==> config.mk <==
export PLATFORM = sky130hd
export DESIGN_NAME = xsim_dma_burst_initiator
export DESIGN_NICKNAME = d
export VERILOG_FILES = /design/src/rtl/xsim_dma_pkg.sv /design/src/rtl/xsim_dma_resp_fifo.sv /design/src/rtl/xsim_dma_burst_initiator.sv
export SDC_FILE = /design/constraint.sdc
export NUM_CORES = 1
export LEC_CHECK = 0
export ABC_AREA = 1
export BUFFER_PORTS_ARGS = -buffer_cell sky130_fd_sc_hd__buf_2
export CAP_MARGIN = 15
export CORE_MARGIN = 2
export CORE_UTILIZATION = 54
export CTS_BUF_LIST = sky130_fd_sc_hd__clkbuf_8
export DETAILED_ROUTE_END_ITERATION = 8
export PLACE_DENSITY = 0.82
export SYNTH_ARGS = -nofsm -noshare
export SYNTH_HDL_FRONTEND = slang
export SYNTH_SLANG_ARGS = --single-unit
==> constraint.sdc <==
create_clock -name CLK -period 3.41 [get_ports CLK]
set_input_delay 0.682 -clock CLK [delete_from_list [all_inputs] [get_ports CLK]]
set_output_delay 0.682 -clock CLK [all_outputs]
set_load 0.01 [all_outputs]
==> src/rtl/xsim_dma_pkg.sv <==
// rtl/xsim_dma_pkg.sv - shared types and constants for the xsim DMA burst initiator
package xsim_dma_pkg;

  localparam int WORD_BYTES = 4;

  typedef enum logic [1:0] {
    ST_IDLE   = 2'd0,
    ST_READ   = 2'd1,
    ST_WRITE  = 2'd2,
    ST_FINISH = 2'd3
  } dma_state_e;

  // beats is carried at full word width; the initiator truncates to LEN_W
  typedef struct packed {
    logic        write;
    logic [31:0] handle;
    logic [31:0] addr;
    logic [31:0] beats;
  } dma_cmd_t;

endpackage

==> src/rtl/xsim_dma_resp_fifo.sv <==
// rtl/xsim_dma_resp_fifo.sv - read-response FIFO, DEPTH x (32-bit word + last flag)
module xsim_dma_resp_fifo #(
  parameter int DEPTH = 4,
  parameter int CNT_W = $clog2(DEPTH) + 1
) (
  input  logic             CLK,
  input  logic             RST,
  input  logic             push,
  input  logic [31:0]      push_data,
  input  logic             push_last,
  input  logic             pop,
  output logic [31:0]      pop_data,
  output logic             pop_last,
  output logic [CNT_W-1:0] count,
  output logic             full,
  output logic             empty
);

  localparam int AW = $clog2(DEPTH);

  logic [32:0]   mem [DEPTH];
  logic [AW-1:0] wr_ptr;
  logic [AW-1:0] rd_ptr;
  logic          push_ok;
  logic          pop_ok;

  assign full    = (count == CNT_W'(DEPTH));
  assign empty   = (count == '0);
  assign push_ok = push && !full;
  assign pop_ok  = pop && !empty;

  assign {pop_last, pop_data} = mem[rd_ptr];

  always_ff @(posedge CLK) begin
    if (push_ok) begin
      mem[wr_ptr] <= {push_last, push_data};
    end
  end

  always_ff @(posedge CLK or negedge RST) begin
    if (!RST) begin
      wr_ptr <= '0;
      rd_ptr <= '0;
      count  <= '0;
    end else begin
      if (push_ok) begin
        wr_ptr <= wr_ptr + AW'(1);
      end
      if (pop_ok) begin
        rd_ptr <= rd_ptr + AW'(1);
      end
      count <= count + CNT_W'(push_ok) - CNT_W'(pop_ok);
    end
  end

endmodule

==> src/rtl/xsim_dma_burst_initiator.sv <==
// rtl/xsim_dma_burst_initiator.sv - splits burst commands into xsim DMA word transactions
// Optional perf counters are enabled by defining XSIM_DMA_PERF_CNT_EN.
module xsim_dma_burst_initiator
  import xsim_dma_pkg::*;
#(
  parameter int LEN_W       = 16,
  parameter int RFIFO_DEPTH = 4
) (
  input  logic             CLK,
  input  logic             RST,
  input  logic             cmd_valid,
  output logic             cmd_ready,
  input  logic             cmd_write,
  input  logic [31:0]      cmd_handle,
  input  logic [31:0]      cmd_addr,
  input  logic [LEN_W-1:0] cmd_beats,
  input  logic             wdata_valid,
  output logic             wdata_ready,
  input  logic [31:0]      wdata,
  input  logic [3:0]       wdata_be,
  output logic             rdata_valid,
  input  logic             rdata_ready,
  output logic [31:0]      rdata,
  output logic             rdata_last,
  output logic             done,
  input  logic             rdy_readrequest,
  output logic             en_readrequest,
  output logic [31:0]      readrequest_addr,
  output logic [31:0]      readrequest_handle,
  input  logic             rdy_readresponse,
  output logic             en_readresponse,
  input  logic [31:0]      readresponse_data,
  output logic             en_write32,
  output logic [31:0]      write32_addr,
  output logic [31:0]      write32_handle,
  output logic [31:0]      write32_data,
  output logic [3:0]       write32_byteenable
`ifdef XSIM_DMA_PERF_CNT_EN
  ,
  output logic [31:0]      perf_busy_cycles,
  output logic [31:0]      perf_stall_cycles
`endif
);

  localparam int CNT_W = $clog2(RFIFO_DEPTH) + 1;

  dma_state_e       state;
  dma_state_e       state_n;
  dma_cmd_t         cmd_in;
  logic [31:0]      addr_q;
  logic [31:0]      handle_q;
  logic [LEN_W-1:0] req_left;
  logic [LEN_W-1:0] rsp_left;
  logic [LEN_W-1:0] cmd_len;
  logic             inflight;
  logic [CNT_W-1:0] fifo_count;
  logic             fifo_full;
  logic             fifo_empty;
  logic             fifo_pop;
  logic             fifo_last_in;
  logic             room;
  logic             accept;

  assign cmd_in  = '{write: cmd_write, handle: cmd_handle, addr: cmd_addr, beats: 32'(cmd_beats)};
  assign cmd_len = LEN_W'(cmd_in.beats);
  assign accept  = cmd_ready && cmd_valid;

  // The outstanding request reserves a FIFO slot so its response can always land.
  assign room = ({1'b0, fifo_count} + (CNT_W+1)'(inflight)) < (CNT_W+1)'(RFIFO_DEPTH);

  // Words still owed to the client minus those already buffered picks out the final word.
  assign fifo_last_in = (rsp_left - LEN_W'(fifo_count)) == LEN_W'(1);

  assign rdata_valid = !fifo_empty;
  assign fifo_pop    = rdata_valid && rdata_ready;

  assign readrequest_addr   = addr_q;
  assign readrequest_handle = handle_q;
  assign write32_addr       = addr_q;
  assign write32_handle     = handle_q;
  assign write32_data       = wdata;
  assign write32_byteenable = wdata_be;

  xsim_dma_resp_fifo #(
    .DEPTH (RFIFO_DEPTH),
    .CNT_W (CNT_W)
  ) u_resp_fifo (
    .CLK       (CLK),
    .RST       (RST),
    .push      (en_readresponse),
    .push_data (readresponse_data),
    .push_last (fifo_last_in),
    .pop       (fifo_pop),
    .pop_data  (rdata),
    .pop_last  (rdata_last),
    .count     (fifo_count),
    .full      (fifo_full),
    .empty     (fifo_empty)
  );

  always_comb begin
    state_n         = state;
    cmd_ready       = 1'b0;
    wdata_ready     = 1'b0;
    en_readrequest  = 1'b0;
    en_readresponse = 1'b0;
    en_write32      = 1'b0;
    done            = 1'b0;
    case (state)
      ST_IDLE: begin
        cmd_ready = RST;
        if (cmd_valid && RST) begin
          if (cmd_len == '0) begin
            state_n = ST_FINISH;
          end else if (cmd_in.write) begin
            state_n = ST_WRITE;
          end else begin
            state_n = ST_READ;
          end
        end
      end
      ST_READ: begin
        en_readrequest  = (req_left != '0) && rdy_readrequest && room;
        en_readresponse = rdy_readresponse && !fifo_full;
        if (fifo_pop && (rsp_left == LEN_W'(1))) begin
          state_n = ST_FINISH;
        end
      end
      ST_WRITE: begin
        wdata_ready = 1'b1;
        en_write32  = wdata_valid;
        if (wdata_valid && (req_left == LEN_W'(1))) begin
          state_n = ST_FINISH;
        end
      end
      ST_FINISH: begin
        done    = 1'b1;
        state_n = ST_IDLE;
      end
      default: begin
        state_n = ST_IDLE;
      end
    endcase
  end

  always_ff @(posedge CLK or negedge RST) begin
    if (!RST) begin
      state    <= ST_IDLE;
      addr_q   <= '0;
      handle_q <= '0;
      req_left <= '0;
      rsp_left <= '0;
      inflight <= 1'b0;
    end else begin
      state <= state_n;
      if (accept) begin
        addr_q   <= cmd_in.addr;
        handle_q <= cmd_in.handle;
        req_left <= cmd_len;
        rsp_left <= cmd_len;
      end else if (en_readrequest || en_write32) begin
        addr_q   <= addr_q + 32'(WORD_BYTES);
        req_left <= req_left - LEN_W'(1);
      end
      if (fifo_pop) begin
        rsp_left <= rsp_left - LEN_W'(1);
      end
      if (en_readrequest) begin
        inflight <= 1'b1;
      end else if (en_readresponse) begin
        inflight <= 1'b0;
      end
    end
  end

`ifdef XSIM_DMA_PERF_CNT_EN
  always_ff @(posedge CLK or negedge RST) begin
    if (!RST) begin
      perf_busy_cycles  <= '0;
      perf_stall_cycles <= '0;
    end else begin
      if ((state != ST_IDLE) && (perf_busy_cycles != '1)) begin
        perf_busy_cycles <= perf_busy_cycles + 32'd1;
      end
      if ((state == ST_READ) && (req_left != '0) && !en_readrequest &&
          (perf_stall_cycles != '1)) begin
        perf_stall_cycles <= perf_stall_cycles + 32'd1;
      end
    end
  end
`endif

endmodule

# After elaboration in Yosys (flattened, before gate mapping)
# Memory sizes are Yosys's and may differ from the RTL's.
# Index checks and enable logic that the tools add are counted.
# classes
n_mux	22
add_sub_neg	9
magnitude_cmp	1
n_eq_ne	10
reduce_logical	21
# ops
op	count
$mux 16	4
$mux 32	2
$eq 16x1->1 const B	3
$add 32x3->32 const B	1
$sub 16x1->16 const B	2
$logic_not 16->1	1
$reduce_bool 16->1	1
$sub 16x3->16	1
$logic_and 1x1->1	10
$mux 1	10
$mux 2	5
$pmux 2 s4	1
$ne 2x2->1 const B	3
$reduce_bool 2->1	3
$add 2x1->2 const B	2
$add 3x1->4	1
$eq 2x2->1 const B	2
$lt 4x3->1 const B	1
$add 3x1->3	1
$eq 3x3->1 const B	1
$logic_not 3->1	1
$reduce_and 3->1	1
$sub 3x1->3	1
$eq 2x1->1 const B	1
3 further kinds	4
# word_totals
in_bits	156
n_memories	1
ram_bits	132
output_inout_bits	204
register_bits	106
word_cells	73
# memory_table
name	depth	width	read_ports	rd_clocked_by_memory_dff	write_ports	line	text
u_resp_fifo.mem	4	33	1	0	1	xsim_dma_resp_fifo.sv:21	logic [32:0] mem [DEPTH];

# Depth between registers and ports, before layout
# Gate-level depths: netlist of the first run.
# depth
depth_word	7
ltp_mapped	13
depth_no_buf	13

# Cells and area by module
# Synthesis of the first run repeated with hierarchy kept, for this count alone.
# unflattened
cells_unflattened	1593
area_unflattened_um2	12848.6
# by_module_without_submodules
mod	cells_per_inst	instances	seq_area_each_um2	area_each_um2
xsim_dma_burst_initiator	1117	1	2477.4	7238.2
xsim_dma_resp_fifo	476	1	4139.0	5610.4

# Least setup slack after synthesis of the first run
# Ideal clock, no wire load.
# synth_path
path_kind	input to register
startpoint	in rdy_readresponse
endpoint	mem u_resp_fifo.mem[0][0], enable pin
t_required_ns	2.987
n_path_buf	0
arrival_time_ns	2.516
stages	4
setup_ns	0.423
slack_ns	0.470
cell_sequence	nand2_1 nor2_1 inv_1 nor2_1
# synth_between
elab_chain_len	5
# synth_lines
element	line	text
from (decl)	xsim_dma_burst_initiator.sv:30	input logic rdy_readresponse,
$logic_and 1x1->1	xsim_dma_burst_initiator.sv:124	en_readresponse = rdy_readresponse && !fifo_full;
$mux 1	xsim_dma_burst_initiator.sv:109	case (state)
$logic_and 1x1->1	xsim_dma_resp_fifo.sv:29	assign push_ok = push && !full;
$mux 1	xsim_dma_resp_fifo.sv:35	if (push_ok) begin
$mux 1 (not written as such)	xsim_dma_resp_fifo.sv:36	mem[wr_ptr] <= {push_last, push_data};
to (decl)	xsim_dma_resp_fifo.sv:21	
# Every way passes these cells.

# Worst setup path after layout of the first run
# layout_path
startpoint	reg req_left[6]
endpoint	out en_readrequest
# layout_between
elab_chain_len	4
# layout_lines
element	line	text
from (decl)	xsim_dma_burst_initiator.sv:52	logic [LEN_W-1:0] req_left;
from (signal assigned)	xsim_dma_burst_initiator.sv:159	req_left <= cmd_len;
from (signal assigned)	xsim_dma_burst_initiator.sv:163	req_left <= req_left - LEN_W'(1);
$reduce_bool 16->1	xsim_dma_burst_initiator.sv:123	en_readrequest = (req_left != '0) && rdy_readrequest && room;
$logic_and 1x1->1 (2 in a row)	xsim_dma_burst_initiator.sv:123	
$mux 1	xsim_dma_burst_initiator.sv:109	
to (decl)	xsim_dma_burst_initiator.sv:27	output logic en_readrequest,
# Every way passes these cells.

==> summary.txt, run 1 <==
Drt
  – Remaining design rule violation count: 0
  – Average vias per placed instance: 5.42
  – Number of DRC markers in iteration 0: 815
  – Wire length per cell after detailed routing: 16.4 um
  – Final wirelength: 32.2 mm
  – First-pass iteration count of the detailed router: 6
  – Vias after detailed routing: 10,643
  – Antenna violation net count after detailed routing: 0

Worst setup path
  – Sort of element at the start of the critical path: register
  – Launch point of the worst path: req_left[6]$_DFFE_PN0P_
  – Category of the critical setup timing path: reg -> out
  – Family with the most delay on the worst path: simple AND/OR/NAND/NOR gates
  – Critical Path End Type: output pin
  – Crit Path Max Fanout: 6
  – CP Data Required Time: 2730 ps
  – Cell with the largest stage delay on the worst path: sky130_fd_sc_hd__dfrtp_1
  – Worst path max stage delay: 430 ps
  – Most frequent cell on the critical path: sky130_fd_sc_hd__nor2_1
  – CP arrival: 2070 ps
  – Number of buffers and inverters on the critical path: 2
  – Crit-path cells: nor2_1, nand2_1, nor2_1, nand3_1, nand2_2, inv_1, buf_2
  – Reg-to-Reg Start: u_resp_fifo.count[1]$_DFF_PN0_

Floorplanning
  – Cell row count: 55
  – Ports placed on the boundary: 360
  – Height of the chip: 156 um
  – Effective utilization at floorplan: 0.551
  – Overall die width: 156 um
  – Die Outline Area: 0.0243 mm^2
  – Area of the core: 0.0226 mm^2

Power
  – Sw frac: 0.436
  – P per Cell Area: 877 mW/mm^2
  – Power share of the clock group: 0.199
  – Share of total power in combinational logic: 0.438
  – Largest voltage drop on the vdd net: 522 uV
  – Static leakage: 6.68 nW
  – Internal portion of total power: 7.02 mW
  – Switching pwr: 5.44 mW
  – Sequential Power Share: 0.364

Timing
  – Setup TNS Final: 0 ps
  – Final count of negative-setup-slack endpoints: 0
  – Slew at the pin closest to its max-slew limit: 776 ps
  – Headroom to the max-slew limit: 0.483
  – Final hold violation count: 0
  – Final max-slew violation count: 0
  – Maximum frequency from static timing analysis: 363 MHz
  – Setup slack after layout: 657 ps
  – Setup repair after global routing missed its margin: no
  – Clock tree skew after final layout: 17.2 ps
  – Worst hold-check slack: 320 ps
  – Crit path time final: 2750 ps
  – Share of the clock period used by the worst path: 0.807

CTS
  – Clk buf depth: 3
  – Clock tree from TritonCTS: yes
  – Cts bufs inserted: 41
  – Clock root buffer: sky130_fd_sc_hd__clkbuf_8
  – Clock sinks: 238
  – Total setup buffers inserted after CTS: 0
  – Later-pin clock latency in the skew report: 550 ps
  – Number of gates resized after cts: 0
  – Clock transition at the register clock pins on the worst setup and hold paths after CTS: 60 ps
  – # hold bufs at CTS: 0
  – H-tree depth reported by CTS: 2

Final layout
  – Final layout net count: 1,824
  – Share of final-layout standard cells stronger than drive strength 1: 0.225
  – Area growth from synthesis to layout: 14.0%

GRT
  – Number of antenna violations at the first check in global routing: 1
  – GRT overflow: 0
  – Vias in the first global route: 9,965
  – Global-route total usage across every layer: 0.259
  – Global-route wire length before repair: 50.1 mm
  – Largest net degree at the start of global routing: 110

Yosys
  – Number of warnings issued by yosys: 0
  – Number of enable-type register cells in the synthesized netlist: 132
  – Count of mapped cells out of synthesis: 1,455
  – Combined area of all synthesized cells: 0.0125 mm^2
  – Flops & latches, synth: 238
  – Fraction of the yosys area taken by sequential cells: 0.531
  – Net count after synthesis: 1,633
  – Mean Syn Cell Area: 8.57 um^2
  – Ys flop type: sky130_fd_sc_hd__edfxtp_1
  – Share of synthesized flip-flops with an asynchronous set or reset: 0.445
  – Unique masters post-synth: 39

Min path
  – HP Class: in -> async

Outcome
  – Outcome: finished clean

Flow run
  – Count of maximum capacitance violations: 0

Placement
  – Count of input and output buffers: 287
  – Placement-stage worst setup slack: 898 ps
  – Weighted congestion at the end of routability-driven global placement: 0.973
  – HPWL reported at the end of detailed placement: 22.2 mm
-- per-layer routing --
layer	share of wire	global-route usage	vias to the layer above
met2	0.49	0.442	493
met1	0.40	0.326	4971
met5	0	0	-
met4	0.029	0.0992	0
li1	-	-	5109
met3	0.084	0.0519	70
-- metrics by stage --
step,power (mW),cell area [um^2],cells,util
finish,12.5,14200,1962,0.628
global route,13.4,14200,1961,0.628
CTS,12.5,14200,1960,0.627
detailed placement,9.99,13400,1888,0.593
global placement,9.81,13400,1888,0.593
floorplan,8.37,12500,1455,-
-- state kept, by name, summed over array words and instances (netlist names) --
signal and cells:
u_resp_fifo.rd_ptr 2, state 2, u_resp_fifo.count 3, readrequest_addr 32
req_left 16, inflight 1, u_resp_fifo.mem 132, readrequest_handle 32
rsp_left 16, u_resp_fifo.wr_ptr 2
-- worst paths after layout --
check	slack, ps	cells after the start	to
worst min register to register	500	2	readrequest_handle[2]$_DFFE_PN0P_
worst max-delay path	660	7	en_readrequest
worst max register to register	910	10	u_resp_fifo.count[2]$_DFF_PN0_
min in group CLK	320	3	readrequest_handle[7]$_DFFE_PN0P_
max in group asynchronous	1950	3	readrequest_handle[31]$_DFFE_PN0P_
worst min-delay path	320	2	readrequest_handle[24]$_DFFE_PN0P_
-- cell usage in the layout, fill, tap and decap left out, types with 2 or more instances in the layout --
master	Yosys	layout
sky130_fd_sc_hd__nand2_1	359	358
sky130_fd_sc_hd__buf_2	23	286
sky130_fd_sc_hd__nor2_1	209	205
sky130_fd_sc_hd__edfxtp_1	132	132
sky130_fd_sc_hd__inv_1	101	116
sky130_fd_sc_hd__o21ai_0	112	112
sky130_fd_sc_hd__dfrtp_1	106	105
sky130_fd_sc_hd__nand3_1	90	90
sky130_fd_sc_hd__clkbuf_8	0	42
sky130_fd_sc_hd__o22ai_1	35	35
sky130_fd_sc_hd__a21oi_1	33	33
sky130_fd_sc_hd__o21ai_1	20	20
sky130_fd_sc_hd__ha_1	20	20
sky130_fd_sc_hd__nor3_1	18	18
sky130_fd_sc_hd__buf_4	100	16
sky130_fd_sc_hd__nand4_1	15	15
sky130_fd_sc_hd__xor2_1	10	10
sky130_fd_sc_hd__nand3b_1	6	6
sky130_fd_sc_hd__nor2_2	1	5
sky130_fd_sc_hd__or2_2	5	5
sky130_fd_sc_hd__clkinv_2	0	5
sky130_fd_sc_hd__o211ai_1	4	4
sky130_fd_sc_hd__o221ai_1	4	4
sky130_fd_sc_hd__inv_2	2	3
sky130_fd_sc_hd__diode_2	0	2
sky130_fd_sc_hd__xnor2_1	2	2
sky130_fd_sc_hd__nand2_4	1	2
sky130_fd_sc_hd__a31oi_1	2	2
sky130_fd_sc_hd__o31ai_1	2	2
sky130_fd_sc_hd__clkinv_1	0	2
sky130_fd_sc_hd__fa_1	2	2
sky130_fd_sc_hd__bufinv_16	0	2
sky130_fd_sc_hd__clkinvlp_4	0	2
-- power groups by stage --
stage               clock network [mW]  logic [mW]  registers (mW)
finish                            2.48        5.45            4.53
global route                      2.65        6.10            4.62
CTS                               2.52        5.46            4.52
detailed placement                   0        5.43            4.56
global placement                     0        5.27            4.53
floorplan                            0        3.86            4.52
-- final cells by class --
type                       count  area (um^2)
fill                        1891         8430
sequential                   238         6620
multi-input combinational    959         4490
timing repair buffer         303         1570
clock buffer                  42          578
inverter                     103          387
tap                          285          357
clock inverter                30          204
antenna                        2         5.00
-- kinds of logic (layout without fill, tap and decap cells) --
family | Yosys count | in the layout | share of synthesized area
buffers and inverters | 258 | 478 | 0.111
AO/OA/AOI/OAI | 217 | 217 | 0.0944
adder cells (fa/ha/maj) | 22 | 22 | 0.0233
flip-flops | 238 | 238 | 0.531
AND/OR/NAND/NOR | 708 | 708 | 0.233
XOR/XNOR | 12 | 12 | 0.00843
other | 0 | 2 | 0
-- Yosys cell counts (4+ instances only) --
cell type | instances | area [um^2]
sky130_fd_sc_hd__o21ai_0 | 112 | 561
sky130_fd_sc_hd__o221ai_1 | 4 | 35.0
sky130_fd_sc_hd__o22ai_1 | 35 | 219
sky130_fd_sc_hd__o211ai_1 | 4 | 30.0
sky130_fd_sc_hd__dfrtp_1 | 106 | 2650
sky130_fd_sc_hd__edfxtp_1 | 132 | 3960
sky130_fd_sc_hd__ha_1 | 20 | 250
sky130_fd_sc_hd__xor2_1 | 10 | 87.6
sky130_fd_sc_hd__nand2_1 | 359 | 1350
sky130_fd_sc_hd__a21oi_1 | 33 | 165
sky130_fd_sc_hd__inv_1 | 101 | 379
sky130_fd_sc_hd__nor3_1 | 18 | 90.1
sky130_fd_sc_hd__nand4_1 | 15 | 93.8
sky130_fd_sc_hd__or2_2 | 5 | 31.3
sky130_fd_sc_hd__buf_4 | 100 | 751
sky130_fd_sc_hd__nand3_1 | 90 | 450
sky130_fd_sc_hd__clkbuf_1 | 28 | 105
sky130_fd_sc_hd__nor2_1 | 209 | 785
sky130_fd_sc_hd__o21ai_1 | 20 | 100
sky130_fd_sc_hd__buf_2 | 23 | 115
sky130_fd_sc_hd__nand3b_1 | 6 | 45.0
Note: power is estimated with default switching activity, not from simulation.
==> run 2: changes to the inputs <==
clock period = 2.6 ns   (was 3.41 ns; I/O delays follow)
==> summary.txt, run 2 (synthesis gave the netlist of run 1 again) <==
Outcome
  – Outcome: finished clean

Final layout
  – Share of final-layout standard cells stronger than drive strength 1: 0.233 (+0.00816)
  – Final layout net count: 1,831 (+0.38%)
  – Final Instance Count excl. Fillers: 1,973 (+0.56%)
  – Filler Cell Count: 1,888 (-0.16%)
  – Post-route standard cell area excluding fillers: 0.0144 mm^2 (+1.5%)
  – Area growth from synthesis to layout: 15.7%
  – Largest register FFs: 132 (unchanged)
  – Commonest cells after routing, fill and taps aside: sky130_fd_sc_hd__nand2_1, sky130_fd_sc_hd__buf_2, sky130_fd_sc_hd__nor2_1
  – Largest register by flop count: u_resp_fifo.mem
  – Most frequent standard cell in the layout excluding fill and tap cells: sky130_fd_sc_hd__nand2_1

Drt
  – Final wirelength: 32.9 mm (+2.1%)
  – Wire length per cell after detailed routing: 16.7 um (+1.5%)
  – Vias after detailed routing: 10,808 (+1.6%)
  – Antenna violation net count after detailed routing: 0 (unchanged)
  – Number of DRC markers in iteration 0: 814 (-0.12%)
  – Remaining design rule violation count: 0 (unchanged)
  – Average vias per placed instance: 5.48 (+0.98%)
  – First-pass iteration count of the detailed router: 5 (-1)

Worst setup path
  – Cell with the largest stage delay on the worst path: sky130_fd_sc_hd__dfrtp_1
  – Sort of element at the start of the critical path: register
  – Reg-to-Reg Start: rsp_left[0]$_DFFE_PN0P_
  – Family with the most delay on the worst path: simple AND/OR/NAND/NOR gates
  – Worst path max stage delay: 450 ps (+20 ps)
  – Critical Path End Type: output pin
  – Critical R2R Capture: u_resp_fifo.mem[3][32]$_DFFE_PP_
  – CP Data Required Time: 2080 ps (-650 ps)
  – Most frequent cell on the critical path: sky130_fd_sc_hd__nand3_1
  – Category of the critical setup timing path: reg -> out
  – Crit Path Max Fanout: 6 (unchanged)
  – Number of logic stages on the critical path including buffering: 7 (unchanged)
  – Number of cell instances on the worst register-to-register path: 12 (+2)
  – CP arrival: 1950 ps (-120 ps)
  – Number of buffers and inverters on the critical path: 2 (unchanged)
  – Slack of the worst reg-to-reg path: 290 ps (-620 ps)
  – Crit-path cells: ha_1, nand3_1, nand3_1, nor2_1, nand2_2, inv_2, buf_2

CTS
  – Clock root buffer: sky130_fd_sc_hd__clkbuf_8
  – H-tree depth reported by CTS: 2 (unchanged)
  – # hold bufs at CTS: 0 (unchanged)
  – Cts bufs inserted: 41 (unchanged)
  – Clock sinks: 238 (unchanged)
  – Clk buf depth: 3 (unchanged)
  – Clock transition at the register clock pins on the worst setup and hold paths after CTS: 60 ps (about the same)
  – Clock tree from TritonCTS: yes
  – Later-pin clock latency in the skew report: 550 ps (about the same)

Timing
  – Setup TNS Final: 0 ps (unchanged)
  – Setup repair after global routing missed its margin: no
  – Final max-slew violation count: 0 (unchanged)
  – Clock tree skew after final layout: 13.3 ps (-3.90 ps)
  – Maximum frequency from static timing analysis: 405 MHz
  – Headroom to the max-slew limit: 0.394 (-0.0887)
  – Worst hold-check slack: 33.3 ps (-287 ps)
  – Crit path time final: 2470 ps
  – Final count of negative-setup-slack endpoints: 0 (unchanged)
  – Share of the clock period used by the worst path: 0.949
  – Slew at the pin closest to its max-slew limit: 909 ps (+133 ps)
  – Final hold violation count: 0 (unchanged)

Floorplanning
  – Ports placed on the boundary: 360 (unchanged)
  – Effective utilization at floorplan: 0.551 (unchanged)
  – Cell row count: 55 (unchanged)
  – Die Outline Area: 0.0243 mm^2 (unchanged)
  – Height of the chip: 156 um (unchanged)
  – Area of the core: 0.0226 mm^2 (unchanged)
  – Overall die width: 156 um (unchanged)

Placement
  – Placed inst area: 0.0135 mm^2 (+0.84%)
  – HPWL reported at the end of detailed placement: 22.9 mm (+3.3%)
  – Weighted congestion at the end of routability-driven global placement: 0.968 (-0.52%)
  – Placed cells: 1,893 (+0.26%)
  – Count of input and output buffers: 287 (unchanged)

Power
  – Total power: 16.8 mW (+35%)
  – P per Cell Area: 1160 mW/mm^2 (+33%)
  – Largest voltage drop on the vdd net: 646 uV (+24%)
  – Static leakage: 6.77 nW (+1.3%)

GRT
  – Global-route wire length before repair: 51.2 mm (+2.2%)
  – Number of antenna violations at the first check in global routing: 1 (unchanged)
  – Vias in the first global route: 10,143 (+1.8%)
  – Global-route total usage across every layer: 0.264 (+0.00542)
  – Largest net degree at the start of global routing: 109 (-0.91%)
  – GRT overflow: 0 (unchanged)

Min path
  – HP Class: in -> async

Flow run
  – Count of maximum capacitance violations: 0 (unchanged)
-- run 2: cell type report --
cell class | instances | area, um^2 | share of cell area
antenna | 3 | 7.51 | 0.000520
sequential | 238 | 6620 | 0.459
clock inverter | 25 | 180 | 0.0125
clock buffer | 50 | 688 | 0.0477
tap | 285 | 357 | 0.0247
multi-input combinational | 959 | 4490 | 0.311
inverter | 103 | 387 | 0.0268
timing repair buffer | 310 | 1700 | 0.118
-- run 2: repair_timing --
item,in CTS,in global routing
gates resized for setup,1,1
pin swaps,0,1
setup endpoints to repair,1,7
endpoints found under the hold margin,0,0
setup buffers,0,2
-- run 2: metal layers --
metal,vias to the layer above,GRT usage,wire length (um)
li1,5140,-,-
met1,5027,0.329,12900
met2,557,0.452,15900
met3,84,0.0558,3090
met4,0,0.104,1060
met5,-,0,0
-- run 2: where the power goes --
part,internal (mW),switching [mW]
Clock,1.97,1.55
Sequential,4.93,1.03
Combinational,2.67,4.63
-- run 2: worst max path at each step --
stage / start / to / slack, ps
global placement: rsp_left[0]$_DFFE_PN0P_ / u_resp_fifo.mem[1][32]$_DFFE_PP_ / 390
finish: u_resp_fifo.count[1]$_DFF_PN0_ / en_readrequest / 130
global route: u_resp_fifo.rd_ptr[0]$_DFFE_PN0P_ / rdata[0] / 20
floorplan: state[1]$_DFFE_PN0P_ / u_resp_fifo.mem[0][0]$_DFFE_PP_ / -310
CTS: u_resp_fifo.count[1]$_DFF_PN0_ / en_readrequest / 2
detailed placement: rsp_left[0]$_DFFE_PN0P_ / u_resp_fifo.mem[2][32]$_DFFE_PP_ / 330
-- run 2: through the flow --
stage          setup WS, ps   util
6_report                133  0.637
5_1_grt                18.9  0.637
4_1_cts                1.88  0.636
3_5_place_dp            328  0.598
3_3_place_gp            393  0.598
2_1_floorplan          -309      -
==> run 3: changes to the inputs <==
BUFFER_PORTS_ARGS = unset   (was -buffer_cell sky130_fd_sc_hd__buf_2)
CORE_UTILIZATION = 55   (was 54)
DONT_BUFFER_PORTS = 1   (was unset)
PLACE_DENSITY = 0.69   (was 0.82)
==> summary.txt, run 3 (synthesis gave the netlist of run 1 again) <==
Timing
  – Clock tree skew after final layout: 18.9 ps (+5.66 ps)
  – Maximum frequency from static timing analysis: 407 MHz (+0.33%)
  – Worst hold-check slack: -316 ps (-350 ps)
  – Setup TNS Final: 0 ps (unchanged)
  – Final hold violation count: 106 (+106)
  – Crit path time final: 2460 ps (-8.02 ps)
  – Setup repair after global routing missed its margin: no
  – Headroom to the max-slew limit: 0.653 (+0.258)
  – Share of the clock period used by the worst path: 0.946 (-0.00308)
  – Slew at the pin closest to its max-slew limit: 521 ps (-388 ps)
  – Final count of negative-setup-slack endpoints: 0 (unchanged)
  – Final max-slew violation count: 0 (unchanged)

GRT
  – Layer with the highest usage: met2
  – Global-route met3 utilization: 0.0765 (+0.0207)
  – GRT overflow: 0 (unchanged)
  – Global-route wire length before repair: 48.2 mm (-5.9%)
  – GR Util met2: 0.411 (-0.0406)
  – Global-route total usage across every layer: 0.253 (-0.0108)
  – Number of antenna violations at the first check in global routing: 0 (-1)
  – Vias in the first global route: 9,062 (-11%)
  – GR Layer Usage met1: 0.332 (+0.00298)
  – Largest net degree at the start of global routing: 109 (unchanged)

Final layout
  – Most frequent standard cell in the layout excluding fill and tap cells: sky130_fd_sc_hd__nand2_1
  – Footprint of the multi-input gates: 0.00451 mm^2 (+0.45%)
  – Post-route standard cell area excluding fillers: 0.0129 mm^2 (-10%)
  – Largest register FFs: 132 (unchanged)
  – Final Instance Count excl. Fillers: 1,683 (-15%)
  – Largest register by flop count: u_resp_fifo.mem
  – Filler Cell Count: 2,019 (+6.9%)
  – Commonest cells after routing, fill and taps aside: sky130_fd_sc_hd__nand2_1, sky130_fd_sc_hd__nor2_1, sky130_fd_sc_hd__edfxtp_1
  – Total area of sequential cells: 0.00662 mm^2 (about the same)
  – Share of final-layout standard cells stronger than drive strength 1: 0.0751 (-0.158)
  – Area growth from synthesis to layout: 3.74%
  – Diodes inserted: 0 (-3)
  – Final layout net count: 1,546 (-16%)

Worst setup path
  – Critical R2R Capture: u_resp_fifo.mem[2][32]$_DFFE_PP_
  – Critical Path End Type: output pin
  – Crit Path Max Fanout: 25 (+19)
  – CP arrival: 1940 ps (about the same)
  – CP Data Required Time: 2080 ps (about the same)
  – Sort of element at the start of the critical path: register
  – Category of the critical setup timing path: reg -> out
  – Slack of the worst reg-to-reg path: 300 ps (about the same)
  – Reg-to-Reg Start: rsp_left[0]$_DFFE_PN0P_
  – Number of cell instances on the worst register-to-register path: 11 (-1)

Placement
  – Count of input and output buffers: 0 (-100%)
  – Weighted congestion at the end of routability-driven global placement: 0.935 (-3.4%)
  – Placed cells: 1,610 (-15%)
  – HPWL reported at the end of detailed placement: 21.1 mm (-7.8%)
  – Placed inst area: 0.0121 mm^2 (-10%)

Drt
  – Number of DRC markers in iteration 0: 683 (-16%)
  – Remaining design rule violation count: 0 (unchanged)
  – Wire length per cell after detailed routing: 18.4 um (+11%)
  – First-pass iteration count of the detailed router: 6 (+1)
  – Final wirelength: 31.0 mm (-5.7%)
  – Vias after detailed routing: 9,527 (-12%)
  – Average vias per placed instance: 5.66 (+3.3%)
  – Antenna violation net count after detailed routing: 0 (unchanged)

Floorplanning
  – Overall die width: 155 um (-0.89%)
  – Area of the core: 0.0224 mm^2 (-0.91%)
  – Die Outline Area: 0.0239 mm^2 (-1.8%)
  – Cell row count: 55 (unchanged)
  – Ports placed on the boundary: 360 (unchanged)
  – Height of the chip: 155 um (-0.89%)
  – Effective utilization at floorplan: 0.556 (+0.00507)

CTS
  – Total setup buffers inserted after CTS: 0 (unchanged)
  – Clock sinks: 238 (unchanged)
  – Clock tree from TritonCTS: yes
  – Clk buf depth: 3 (unchanged)
  – Cts bufs inserted: 41 (unchanged)
  – H-tree depth reported by CTS: 2 (unchanged)
  – Clock transition at the register clock pins on the worst setup and hold paths after CTS: 60 ps (about the same)
  – Later-pin clock latency in the skew report: 540 ps (about the same)
  – Clock root buffer: sky130_fd_sc_hd__clkbuf_8

Power
  – Total power: 15.3 mW (-8.9%)
  – Static leakage: 5.54 nW (-18%)
  – P per Cell Area: 1180 mW/mm^2 (+1.6%)
  – Sequential Power Share: 0.425 (+0.069)
  – Share of total power in combinational logic: 0.360 (-0.075)
  – Largest voltage drop on the vdd net: 621 uV (-4.0%)
  – Internal portion of total power: 8.48 mW (-11%)
  – Power share of the clock group: 0.215 (+0.005)
  – Sw frac: 0.446 (+0.0160)
  – Switching pwr: 6.81 mW (-5.5%)

Flow run
  – Count of maximum capacitance violations: 0 (unchanged)

Outcome
  – Violations in the final reports: negative hold slack
  – Outcome: finished, violations left

Min path
  – HP Class: in -> async
==> run 3: cell count changes in the layout (fill, tap and decap cells not counted), moves of 3 or more <==
| cell | before | now |
|---|---|---|
| sky130_fd_sc_hd__nor2_2 | 5 | 1 |
| sky130_fd_sc_hd__nor2_4 | 1 | 5 |
| sky130_fd_sc_hd__buf_2 | 286 | 0 |
| sky130_fd_sc_hd__diode_2 | 3 | 0 |
| sky130_fd_sc_hd__clkbuf_8 | 50 | 47 |
| sky130_fd_sc_hd__clkinv_1 | 1 | 4 |
==> run 3: area by class of cell <==
class,instances,area share
Timing Repair Buffer,25,0.0206
Clock buffer,47,0.0500
Clock inverter,26,0.0113
Multi-Input combinational cell,959,0.349
Sequential cell,238,0.512
Tap cell,285,0.0276
Inverter,103,0.0302
==> run 3: per-layer routing <==
layer / wire length, um / vias to the layer above
met5: 0 / -
met4: 636 / 0
met3: 2940 / 56
met2: 14400 / 452
met1: 13100 / 4466
li1: - / 4553
==> run 3: worst max-delay path by stage <==
stage,start,end
4_1_cts,u_resp_fifo.rd_ptr[1]$_DFFE_PN0P_,rdata[18]
6_report,u_resp_fifo.rd_ptr[0]$_DFFE_PN0P_,rdata[22]
3_3_place_gp,rsp_left[0]$_DFFE_PN0P_,u_resp_fifo.mem[1][32]$_DFFE_PP_
5_1_grt,rsp_left[0]$_DFFE_PN0P_,u_resp_fifo.mem[0][32]$_DFFE_PP_
2_1_floorplan,state[1]$_DFFE_PN0P_,u_resp_fifo.mem[0][0]$_DFFE_PP_
3_5_place_dp,rsp_left[0]$_DFFE_PN0P_,u_resp_fifo.mem[2][32]$_DFFE_PP_
==> run 3: timing repair <==
item / 4_1_cts / 5_1_grt
setup endpoints to repair: 0 / 14
gates resized for setup: 0 / 3
endpoints found under the hold margin: 106 / 106
==> run 3: power by group through the flow <==
stage | clock [mW] | sequential [mW] | combinational, mW
after floorplan | 0 | 5.92 | 5.06
after global placement | 0 | 6.51 | 5.36
after detailed placement | 0 | 6.53 | 5.47
after CTS | 3.36 | 6.46 | 5.50
after global routing | 3.51 | 6.62 | 6.26
final | 3.29 | 6.50 | 5.51
==> run 3: stage by stage <==
step | worst slack, ps | utilization | hold slack, ps
CTS | 4.97 | 0.576 | -354
global route | 13.1 | 0.577 | -350
finish | 141 | 0.577 | -316
floorplan | -309 | - | 224
global placement | 442 | 0.541 | 230
detailed placement | 350 | 0.541 | 230
==> run 3: worst max-delay path, stage by stage, from the launching register on <==
cell                         delay [ps]
sky130_fd_sc_hd__dfrtp_2            420
sky130_fd_sc_hd__clkinvlp_4         200
sky130_fd_sc_hd__buf_4              310
sky130_fd_sc_hd__o21ai_0            120
sky130_fd_sc_hd__o22ai_1            360
